--- config.mk ---
export PLATFORM = sky130hd
export DESIGN_NAME = line_merge_buffer
export DESIGN_NICKNAME = d
export VERILOG_FILES = /design/src/rtl/line_merge_buffer.sv
export SDC_FILE = /design/constraint.sdc
export NUM_CORES = 1
export LEC_CHECK = 0
export CORE_ASPECT_RATIO = 0.7
export CORE_MARGIN = 2
export CORE_UTILIZATION = 49
export DETAILED_ROUTE_END_ITERATION = 12
export GPL_TIMING_DRIVEN = 0
export PLACE_DENSITY = 0.84
export SYNTH_ARGS = -nofsm -noshare
export SYNTH_HDL_FRONTEND = slang
export SYNTH_SLANG_ARGS = --single-unit
--- constraint.sdc ---
create_clock -name clk -period 4.87 [get_ports clk]
set_input_delay 1.2175 -clock clk [delete_from_list [all_inputs] [get_ports clk]]
set_output_delay 1.2175 -clock clk [all_outputs]
set_load 0.02 [all_outputs]
--- src/rtl/line_merge_buffer.sv ---
// Collects byte-enabled word writes into one cache line and presents the merged line on a fill or a flush.
// Latency: out_valid rises on the cycle after the write that fills the line, or after the write/flush that starts a drain.
// Backpressure: wr_ready is low while a line is presented; out_line and out_word_mask hold until out_ready.
module line_merge_buffer #(
  parameter int OFFSET_BITS = 3,
  parameter int WORD_W      = 16,
  localparam int LINE_WORDS = 2**OFFSET_BITS,
  localparam int BYTES      = WORD_W / 8
) (
  input  logic                         clk,
  input  logic                         reset_n,
  input  logic                         wr_valid,
  output logic                         wr_ready,
  input  logic [OFFSET_BITS-1:0]       wr_offset,
  input  logic [WORD_W-1:0]            wr_data,
  input  logic [BYTES-1:0]             wr_be,
  input  logic                         flush_req,
  output logic [LINE_WORDS-1:0]        word_enable,
  output logic                         out_valid,
  input  logic                         out_ready,
  output logic [LINE_WORDS*WORD_W-1:0] out_line,
  output logic [LINE_WORDS-1:0]        out_word_mask
);

  typedef enum logic [1:0] {
    EMPTY = 2'd0,
    ACCUM = 2'd1,
    DRAIN = 2'd2
  } state_t;

  state_t                         state_q;
  state_t                         state_d;
  logic [LINE_WORDS-1:0]          mask_q;
  logic [LINE_WORDS-1:0]          mask_merged;
  logic [LINE_WORDS*WORD_W-1:0]   line_q;
  logic [LINE_WORDS*WORD_W-1:0]   line_d;
  logic                           wr_take;
  logic                           wr_merge;
  logic                           out_fire;
  logic                           line_full;

  // One-hot decode of the write offset, independent of buffer state.
  always_comb begin
    word_enable            = '0;
    word_enable[wr_offset] = 1'b1;
  end

  // wr_ready is also gated by reset so nothing is accepted while held in reset.
  assign wr_ready  = reset_n && (state_q != DRAIN);
  assign wr_take   = wr_valid && wr_ready;
  // An all-zero byte enable consumes the write but neither marks the word nor moves the FSM.
  assign wr_merge  = wr_take && (|wr_be);
  assign mask_merged = mask_q | (wr_merge ? word_enable : '0);
  assign line_full = &mask_merged;

  assign out_valid     = (state_q == DRAIN);
  assign out_fire      = out_valid && out_ready;
  assign out_line      = line_q;
  assign out_word_mask = mask_q;

  // State register.
  always_ff @(posedge clk or negedge reset_n) begin
    if (!reset_n) begin
      state_q <= EMPTY;
    end else begin
      state_q <= state_d;
    end
  end

  // Next-state: a flush only drains once at least one word has been written.
  always_comb begin
    state_d = state_q;
    case (state_q)
      EMPTY: begin
        if (wr_merge) begin
          state_d = (line_full || flush_req) ? DRAIN : ACCUM;
        end
      end
      ACCUM: begin
        if (line_full || flush_req) begin
          state_d = DRAIN;
        end
      end
      DRAIN: begin
        if (out_fire) begin
          state_d = EMPTY;
        end
      end
      default: state_d = EMPTY;
    endcase
  end

  // Written-word mask: accumulates until the drained line is taken, then clears.
  always_ff @(posedge clk or negedge reset_n) begin
    if (!reset_n) begin
      mask_q <= '0;
    end else if (out_fire) begin
      mask_q <= '0;
    end else begin
      mask_q <= mask_merged;
    end
  end

  // Byte-granular merge of the accepted write into the addressed word.
  always_comb begin
    line_d = line_q;
    for (int w = 0; w < LINE_WORDS; w++) begin
      for (int b = 0; b < BYTES; b++) begin
        if (wr_take && word_enable[w] && wr_be[b]) begin
          line_d[w*WORD_W + b*8 +: 8] = wr_data[b*8 +: 8];
        end
      end
    end
  end

  // Line storage; a completed drain leaves the data in place, only the mask clears.
  always_ff @(posedge clk or negedge reset_n) begin
    if (!reset_n) begin
      line_q <= '0;
    end else begin
      line_q <= line_d;
    end
  end

endmodule

After elaboration in Yosys (flattened, before gate mapping)
Cells that the tools add are included.
{"block": "op_classes", "shift": 0, "div": 0, "n_reduce_logical": 34, "n_mul": 0, "eq_ne": 6, "order_cmp": 2, "add_sub_neg": 0, "bitwise": 1, "muxes": 9}
{"cell": "1-bit logical AND", "count": 29}
{"cell": "8-bit two-way mux", "count": 2}
{"cell": "2-bit two-way mux", "count": 4}
{"cell": "8-bit bitwise OR", "count": 1}
{"cell": "8-bit AND reduction", "count": 1}
{"cell": "2-bit != test (second input constant)", "count": 3}
{"cell": "2-bit one-hot mux with 3 select lines", "count": 1}
{"cell": "3-bit by 4-bit less-than comparator with 1-bit output (second input constant)", "count": 1}
{"cell": "1-bit demux with 3-bit select", "count": 1}
{"cell": "3-bit by 1-bit >= comparator with 1-bit output (second input constant)", "count": 1}
{"cell": "3-bit AND reduction", "count": 1}
{"cell": "2-bit by 1-bit equality test with 1-bit output (second input constant)", "count": 1}
{"cell": "2-bit equality test (second input constant)", "count": 1}
{"cell": "2-bit logical NOT", "count": 1}
{"cell": "2-bit by 1-bit != test with 1-bit output (second input constant)", "count": 1}
{"cell": "2-bit OR reduction", "count": 1}
{"cell": "1-bit logical OR", "count": 1}
{"cell": "1-bit two-way mux", "count": 1}
{"block": "totals", "output_inout_bits": 146, "rom_bits": 0, "ram_bits": 0, "latch_bits": 0, "memories": 0, "reg_bits": 138, "input_bits": 26, "word_cells": 70}

Longest topological paths before layout
{"block": "depth", "depth_word": 11, "depth_mapped": 6, "ltp_nobuf": 5}

Worst setup path before layout
OpenSTA, ideal clock, no wires.
{"block": "synth_timing", "kind": "input to output", "start": "input port wr_offset[2]", "end": "output port word_enable[2]", "cell_stages": 2, "t_arrival_ps": 2040, "t_required_ps": 3653, "setup_slack_ps": 1613, "path_cell_list": "buf_2 > nor3b_1"}
{"block": "synth_via", "elab_chain_cells": 4, "elab_cells_between_ends": 5, "cone_classes": "2 x order compare; 2 x mux; 1 x reduce/logical"}
{"element": "from (decl)", "line": "14", "text": "input logic [OFFSET_BITS-1:0] wr_offset,"}
{"element": "3-bit by 4-bit less-than comparator with 1-bit output (implied by the code) / 3-bit by 1-bit >= comparator with 1-bit output (equally long branches)", "line": "45", "text": "word_enable[wr_offset] = 1'b1;"}
{"element": "1-bit logical AND (implied by the code)", "line": "45"}
{"element": "1-bit two-way mux (implied by the code)", "line": "45"}
{"element": "1-bit demux with 3-bit select *", "line": "45"}
{"element": "to (decl)", "line": "18", "text": "output logic [LINE_WORDS-1:0] word_enable,"}
Every way passes the cells marked *; elsewhere a longest branch is shown, timed or not.

Final worst setup path
{"block": "layout_timing", "start": "input port wr_offset[1]", "end": "output port word_enable[2]"}
Same word-level chain as after synthesis.

==> flow_summary.toml <==
[routing]
dr.pass1.iters = 4
vias = 3550
drt-total-wl_mm = 13.6
ant_nets = 0
drt-wirelength-per-cell_microns = 20.2
drt_iter0_markers = 252
drc = 0
detail_route.vias_per_cell = 5.28

[final_layout]
areaGrowthSynthToFinish_pct = 47.1
drive_gt1_frac = 0.317
finalInstanceArea_sq_mm = 0.00779
fin_nets = 553
register_area_sq_mm = 0.00345
multiInputGateArea_sq_mm = 0.00179
antennaDiodeCount = 0
nFillCells = 666
fin_cells = 672
fin_util = 0.747

[critical_path]
arrival_ns = 3.13
path_cells = "clkdlybuf4s50_1 -> nor3b_1 -> clkdlybuf4s50_1"
setup.worst_path.end_class = "output port"
cp_max_fo = 8
crit_type = "in -> out"
cpMaxStageDelayCell = "clkdlybuf4s50_1"
start_kind = "primary input"
worstPathRequired_ns = 3.65
crit_path_frequent_cell = "clkdlybuf4s50_1"
max_stage_delay_ns = 0.73

[power]
pwr-share-comb = 0.301
p_switching_mw = 1.24
p_leak_nw = 3.52
cellInternalPower_mw = 2.80
powerDensity_mw_per_mm2 = 518
swShare = 0.307
p_seq_frac = 0.379
pwr-share-clk = 0.320
peakVddDrop_mv = 0.359

[synth]
syn-cell-area_sq_mm = 0.00530
synth_top_area_cell = "dfrtp_1"
ys_ff_latch = 138
avgSynthCellArea_sq_um = 15.7
post_synth_num_cell_types = 25
synth.net_count = 363
syn_inst = 337
yosysWarnings = 0
yosysTopAreaCellShare = 0.652
yosys-top-cells-area = "dfrtp_1 65%, mux2_2 27%, nand2_1 1.3%, nor2_1 0.78%, inv_1 0.50%"
seq_area_frac_synth = 0.652

[placed_design]
gp_congestion = 0.873
dpl-instance-area_sq_mm = 0.00719
place_ws_ns = 0.535
io_buffers = 170
dp_cells = 640
place_hpwl_mm = 9.60

[timing]
fin_crit_ns = 4.35
whs_ns = 0.490
setup_viol = 0
slew_headroom = 0.540
worst_pin_slew_ns = 0.691
hold_viol_final = 0
finClkSkew_ns = 0.0108
timing.fmax_mhz = 230
slew_viol_final = 0
rsz0062_at_grt = "no"
finalCritPeriodShare = 0.893
setup_ws_ns = 0.520

[floorplan]
fp.dieH_microns = 91.0
fp.coreArea_sq_mm = 0.0104
die-area_sq_mm = 0.0117
boundaryPins = 172
start_util = 0.508
core.rowCount = 31
dieWidth_microns = 128

[clock_network]
clkSlewWorstSetupHoldPaths_ns = 0.06
cts_buffers = 17
clkSinkCount = 138
post_cts_buffers = 0
cts-hold-fix-buffers = 0
cts_max_level = 4
clockBufferDepth = 2
ctsResizeCount = 0
cts_tree = "built"
clock_latency_ns = 0.41
cts-root-buf = "clkbuf_16"

[hold_path]
min_path_type = "reg -> reg"

[run_status]
status = "finished, final reports clean"

[global_route]
grt_max_degree = 77
grt_pass1_wl_mm = 21.2
grt_remaining_overflow = 0
grt_usage = 0.241
antenna_found_initial = 0
grt_pass1_vias = 3791

[job]
drv_cap = 0
[through the flow]
stage	setup TNS (ns)	power, mW
floorplan	0	2.10
global placement	-893.97	2.72
detailed placement	0	2.77
CTS	0	4.08
global route	0	4.20
finish	0	4.04
[synthesized netlist by cell type (all sizes together)]
library cell	count
nand3	1
clkbuf	1
nor4b	3
o31a	1
nor2b	4
o41ai	3
nand3b	2
nor3b	5
mux2	128
and2	1
and2b	1
o22ai	2
dfrtp	138
nand2	18
o2111ai	1
nor3	2
inv	7
buf	4
nor2	11
a21oi	2
nor4	2
[power by group through the flow]
stage | Clock (mW) | Combinational, mW | Sequential (mW)
after floorplan | 0 | 0.256 | 1.84
after global placement | 0 | 1.19 | 1.53
after detailed placement | 0 | 1.22 | 1.55
after CTS | 1.32 | 1.23 | 1.53
after global routing | 1.37 | 1.27 | 1.56
final | 1.29 | 1.22 | 1.53
[layer usage]
layer,vias up,GRT usage,routed length (microns)
met2,111,0.391,6680
met5,-,0,0
met4,0,0.0668,131
met3,12,0.0666,771
li1,1594,-,-
met1,1833,0.320,5990
[placed cells by master (no fill, tap or decap), types with 2 or more instances in the layout]
cell             instances
clkdlybuf4s50_1        169
bufinv_16                2
nor3_1                   2
clkinv_4                 3
a21oi_1                  2
nor2b_1                  4
inv_1                    7
clkbuf_16               17
dfrtp_1                138
buf_6                    2
buf_2                    3
clkinvlp_4               2
inv_6                    5
o22ai_1                  2
nor3b_1                  3
nor2_1                  11
o41ai_1                  3
mux2_2                 128
nor4b_1                  2
nand2_1                 18
nor3b_2                  2
nand3b_1                 2
[critical path, delay by kind of cell]
kind | cells | cell delay, ns
buffers and inverters | 2 | 1.35
AND/OR/NAND/NOR | 1 | 0.57
[cell families after synthesis]
logic type / share of synthesized area
AND/OR/NAND/NOR: 0.0527
AO/OA/AOI/OAI: 0.0125
buffers and inverters: 0.0106
flip-flops: 0.652
multiplexers: 0.272
[state kept, by name, summed over array words and instances (netlist names)]
signal,flops
out_line,128
out_word_mask,8
state_q,2
[area by class of cell]
| class | instances | share of cell area |
|---|---|---|
| Buffer | 5 | 0.00385 |
| Clock buffer | 18 | 0.0564 |
| Clock inverter | 14 | 0.0207 |
| Inverter | 7 | 0.00337 |
| Multi-Input combinational cell | 187 | 0.229 |
| Sequential cell | 138 | 0.443 |
| Tap cell | 132 | 0.0212 |
| Timing Repair Buffer | 171 | 0.222 |
[final timing paths]
kind                                   start        endpoint  slack (ns)  cells past startpoint
worst max-delay path            wr_offset[1]  word_enable[2]        0.52                      3
worst min-delay path              state_q[1]      state_q[0]        0.49                      1
worst max register to register    state_q[1]    out_line[18]        2.83                      6
worst min register to register    state_q[1]      state_q[0]        0.49                      1
max in group asynchronous            reset_n   out_line[105]        3.26                      2
min in group asynchronous            reset_n   out_line[114]        0.83                      1
Note: power is estimated with default switching activity, not from simulation.
==> variant 1: new RTL, same settings <==
Set the parameter `WORD_W` to 32 (it was 16).
--- a/src/rtl/line_merge_buffer.sv
+++ b/src/rtl/line_merge_buffer.sv
@@ -5,3 +5,3 @@
   parameter int OFFSET_BITS = 3,
-  parameter int WORD_W      = 16,
+  parameter int WORD_W      = 32,
   localparam int LINE_WORDS = 2**OFFSET_BITS,
Ports: changed (resized out_line, wr_be and wr_data); port bits go from 172 to 318. No check against the original RTL was run, so the function may have changed too.
==> variant 1 against the unedited design <==
- non-clock buffer count up 154
- worst setup slack better by 42 ps
- worst hold slack better by 11 ps
- synthesized cell count up 82%
- register-to-register slack worse by 360 ps
- area after synthesis up 89%
- cell area up 84%
- wire length up 95%
- largest power group unchanged
- sequential cell count up 128
- power up 76%
==> variant 1: results (changes against the unedited design) <==
Outcome
  • Outcome: finished clean (unchanged)

Detailed routing
  • WL final: 26500 µm (was 13600 µm)
  • First-pass iteration count of the detailed router: 4 (unchanged)
  • DR iter-0 viols: 252 (unchanged)
  • DR vias/cell: 5.26 (was 5.28)

Global route
  • First-pass GRT wire length: 40300 µm (was 21200 µm)
  • Largest net degree at the start of global routing: 127 (was 77)
  • Global-route usage over all layers: 24.5% (was 24.1%)
  • Vias in the first global route: 6683 (was 3791)
  • Initial antenna violation count: 0 (unchanged)

Placement
  • Post-DP Area: 0.0136 mm² (was 0.00719 mm²)
  • Gp weighted congestion: 0.749 (was 0.873)
  • Dpl ws: 582 ps (was 535 ps)
  • Port bufs: 314 (was 170)
  • Post-DP HPWL: 18400 µm (was 9600 µm)

Layout
  • Post-route insts no fill: 1239 (was 672)
  • Filler cell count: 1333 (was 666)
  • Max reg flops: 256 (was 128)
  • Nets: 999 (was 553)
  • # diodes: 0 (unchanged)
  • Share of cells above drive strength 1: 31.1% (was 31.7%)

Logic synthesis
  • Gate Count Post-Synth: 612 (was 337)
  • Most frequent cells after synthesis: dfrtp_1 (266), mux2_2 (256), nand2_1 (32), nor2_1 (12), clkbuf_1 (10) (was dfrtp_1 (138), mux2_2 (128), nand2_1 (18), nor2_1 (11), inv_1 (7))
  • Synth warn: 0 (unchanged)
  • Mapped Nets: 656 (was 363)
  • Synth async-reset ratio: 100% (unchanged)
  • Distinct cell type count after synthesis: 21 (was 25)
  • Synth area leaders: dfrtp_1 (66%), mux2_2 (29%), nand2_1 (1.2%) (was dfrtp_1 (65%), mux2_2 (27%), nand2_1 (1.3%))
  • Register area share after synthesis: 66.5% (was 65.2%)
  • Cell taking the most area after synthesis: dfrtp_1 (unchanged)

Clock tree
  • Postcts setup bufs: 0 (unchanged)
  • CTS Buf Count: 25 (was 17)
  • Root buffer cell: clkbuf_16 (unchanged)
  • Maximum root-to-sink buffer count: 3 (was 2)
  • Number of instances resized during post-cts repair: 0 (unchanged)
  • Worst-path clk slew: 60 ps (about the same)
  • H-Tree Depth: 1 (was 4)
  • Clk_lat worst skew: 530 ps (was 410 ps)

Power and ir drop
  • Maximum VDD drop: 0.000422 V (was 0.000359 V)
  • Leak: 6.53 nW (was 3.52 nW)
  • Power Internal: 4.93 mW (was 2.80 mW)

STA
  • Slew @ Worst Pin: 1080 ps (was 691 ps)
  • Setup Skew: 18.3 ps (was 10.8 ps)

Setup path
  • Data arrival time of the critical path: 3090 ps (was 3130 ps)
  • Worst path max stage delay: 890 ps (was 730 ps)
  • Slowest cell on the critical path: nor3b_1 (was clkdlybuf4s50_1)
  • Crit path max fanout: 8 (unchanged)

Hold path
  • Worst hold path type: reg -> reg (unchanged)
[variant 1: cell types whose count changed in the layout (fill, tap and decap cells not counted), moves of 5 or more]
cell | before | now
inv_1 | 7 | 2
and3_1 | 0 | 6
clkbuf_1 | 1 | 16
mux2_2 | 128 | 256
nand2_1 | 18 | 32
dfrtp_1 | 138 | 266
clkbuf_16 | 17 | 25
a41oi_1 | 0 | 6
clkdlybuf4s50_1 | 169 | 313
[variant 1: final cells by class]
cell class | instances | area share, %
timing repair buffer | 316 | 22.4
inverter | 2 | 0.0524
clock inverter | 6 | 0.428
buffer | 14 | 0.402
sequential | 266 | 46.5
clock buffer | 35 | 4.91
tap | 270 | 2.36
multi-input combinational | 330 | 23.0
[variant 1: cells by family after synthesis]
| logic type | count (synthesis) | synth area share, % |
|---|---|---|
| flops | 266 | 66.5 |
| simple gates | 63 | 3.21 |
| mux | 256 | 28.8 |
| compound gates | 11 | 0.862 |
| buf+inv | 16 | 0.650 |
[variant 1: stage by stage]
stage / utilization, % / TNS (ps)
global placement: 67.8 / -4397810
CTS: 71.9 / 0
global route: 71.9 / 0
detailed placement: 68.1 / 0
floorplan: - / 0
finish: 71.9 / 0
[variant 1: routing by layer]
metal / up-vias / GRT usage [%] / routed length [µm]
met3: 48 / 9.19 / 2500
met2: 252 / 39.9 / 12300
met5: - / 0 / 0
met1: 3326 / 31.4 / 11000
li1: 2892 / - / -
met4: 0 / 6.61 / 688
[variant 1: critical path, delay by kind of cell]
| kind | cells | cell delay (ps) |
|---|---|---|
| buffers and inverters | 2 | 980 |
| and+or+nand+nor | 1 | 890 |
[variant 1: final timing paths]
check / start / to / slack, ps / depth (start not counted)
min in group asynchronous: reset_n / out_line[168] / 530 / 1
worst max-delay path: wr_offset[0] / word_enable[1] / 560 / 3
worst min-delay path: out_line[224] / out_line[224] / 500 / 1
max in group asynchronous: reset_n / out_line[62] / 3480 / 2
worst min register to register: out_line[224] / out_line[224] / 500 / 1
worst max register to register: state_q[0] / out_line[58] / 2470 / 6
[variant 1: power groups by stage]
stage	sequential, mW	clock [mW]	combinational (mW)
4_1_cts	2.95	1.90	2.34
5_1_grt	3.00	2.00	2.43
3_3_place_gp	2.95	0	2.29
6_report	2.95	1.86	2.31
3_5_place_dp	2.98	0	2.32
2_1_floorplan	3.56	0	0.461
==> variant 2: new RTL, config.mk and constraints unchanged <==
Without the edit above. Encoding of `state_t`: now one-hot (3 bits for 3 states).
--- a/src/rtl/line_merge_buffer.sv
+++ b/src/rtl/line_merge_buffer.sv
@@ -24,6 +24,6 @@
 
-  typedef enum logic [1:0] {
-    EMPTY = 2'd0,
-    ACCUM = 2'd1,
-    DRAIN = 2'd2
+  typedef enum logic [2:0] {
+    EMPTY = 3'b001,
+    ACCUM = 3'b010,
+    DRAIN = 3'b100
   } state_t;
Formal check against the unedited RTL: no difference found for any inputs over 10 cycles, from zero or initial values and one cycle with reset_n low; not proved beyond that.
==> variant 2 against the unedited design <==
- die area grew 1.9%
- wire length grew 3.4%
- core utilization shrank 1.8 points
- area after synthesis grew 2.0%
- worst setup slack gained 450 ps
- sequential cell count grew 1
- power shrank 1.5%
- sequential share of layout area shrank 0.48 points
- cell area grew 1.9%
- first-iteration DRC count shrank 29%
- synthesized cell count grew 1.5%
==> variant 2: results (changes against the unedited design) <==
Outcome
  • Outcome: finished clean (unchanged)

Layout
  • Nets: 556 (was 553)
  • Filler cell count: 709 (was 666)
  • Share of cells above drive strength 1: 32.5% (was 31.7%)
  • FF+latch area: 0.00348 mm² (was 0.00345 mm²)

Logic synthesis
  • Synth Area in Compound Gates: 1.76% (was 1.25%)
  • Mapped Nets: 368 (was 363)
  • Synth area leaders: dfrtp_1 (64%), mux2_2 (25%), mux2_1 (1.9%) (was dfrtp_1 (65%), mux2_2 (27%), nand2_1 (1.3%))
  • Mux contribution to synthesized area: 26.7% (was 27.2%)
  • Most frequent cells after synthesis: dfrtp_1 (138), mux2_2 (119), nor2_2 (14), inv_1 (10), nor2_1 (10) (was dfrtp_1 (138), mux2_2 (128), nand2_1 (18), nor2_1 (11), inv_1 (7))
  • Register area share after synthesis: 64.4% (was 65.2%)
  • Distinct cell type count after synthesis: 29 (was 25)
  • Synth warn: 0 (unchanged)

Detailed routing
  • Met2 routed WL: 6790 µm (was 6680 µm)
  • Vias post-DR: 3654 (was 3550)
  • DR iter-0 viols: 178 (was 252)
  • Routed length on met1: 6130 µm (was 5990 µm)
  • WL met3: 875 µm (was 771 µm)

Power and ir drop
  • Maximum VDD drop: 0.000351 V (was 0.000359 V)
  • Leak: 3.48 nW (was 3.52 nW)

Global route
  • Largest net degree at the start of global routing: 79 (was 77)
  • Met3 Usage GRT: 6.83% (was 6.66%)
  • First-pass GRT wire length: 21800 µm (was 21200 µm)
  • Vias in the first global route: 3774 (was 3791)
  • Global-route usage over all layers: 24.8% (was 24.1%)
  • M1 GR Usage: 33.9% (was 32.0%)
  • Global Route met2 Usage: 38.7% (was 39.1%)

Placement
  • Gp weighted congestion: 0.793 (was 0.873)
  • Port bufs: 168 (was 170)
  • Post-DP HPWL: 9960 µm (was 9600 µm)

STA
  • Setup Skew: 7.63 ps (was 10.8 ps)
  • Post-layout min period: 3900 ps (was 4350 ps)

Setup path
  • Worst Reg-to-Reg Cells: 7 (was 6)
  • Crit path launch: wr_offset[2] (was wr_offset[1])
  • FF-to-FF End: out_line[3] (was out_line[18])
  • Worst path max stage delay: 610 ps (was 730 ps)
  • CP Capture Point: word_enable[4] (was word_enable[2])
  • Data arrival time of the critical path: 2690 ps (was 3130 ps)
  • Reg-to-reg startpoint: state_q[0] (was state_q[1])
  • Reg-to-reg setup timing slack: 2460 ps (was 2830 ps)

Hold path
  • Hold endpoint: state_q[1] (was state_q[0])
  • HP Start: state_q[2] (was state_q[1])
[variant 2: cell types whose count changed in the layout (fill, tap and decap cells not counted), sizes merged, moves of 4 or more]
cell / delta
nand2: -17
nor2: +13
a31oi: +8
clkbuf: +5
nor2b: -4
nor3b: -4
[variant 2: final cells by class]
type | count | share of cell area [%]
Timing Repair Buffer | 169 | 21.5
Inverter | 10 | 0.473
Multi-Input combinational cell | 186 | 23.3
Tap cell | 153 | 2.41
Clock inverter | 9 | 2.03
Sequential cell | 139 | 43.8
Clock buffer | 22 | 5.97
Buffer | 7 | 0.441
[variant 2: power breakdown]
group / total, mW / internal (mW) / switching, mW / leakage (nW)
logic: 1.10 / 0.560 / 0.541 / 1.41
registers: 1.51 / 1.38 / 0.125 / 1.77
clock network: 1.37 / 0.899 / 0.472 / 0.303
[variant 2: metrics by stage]
stage,std cells,hold slack [ps]
2_1_floorplan,342,423
3_3_place_gp,663,432
3_5_place_dp,664,466
4_1_cts,695,473
5_1_grt,695,501
6_report,695,475
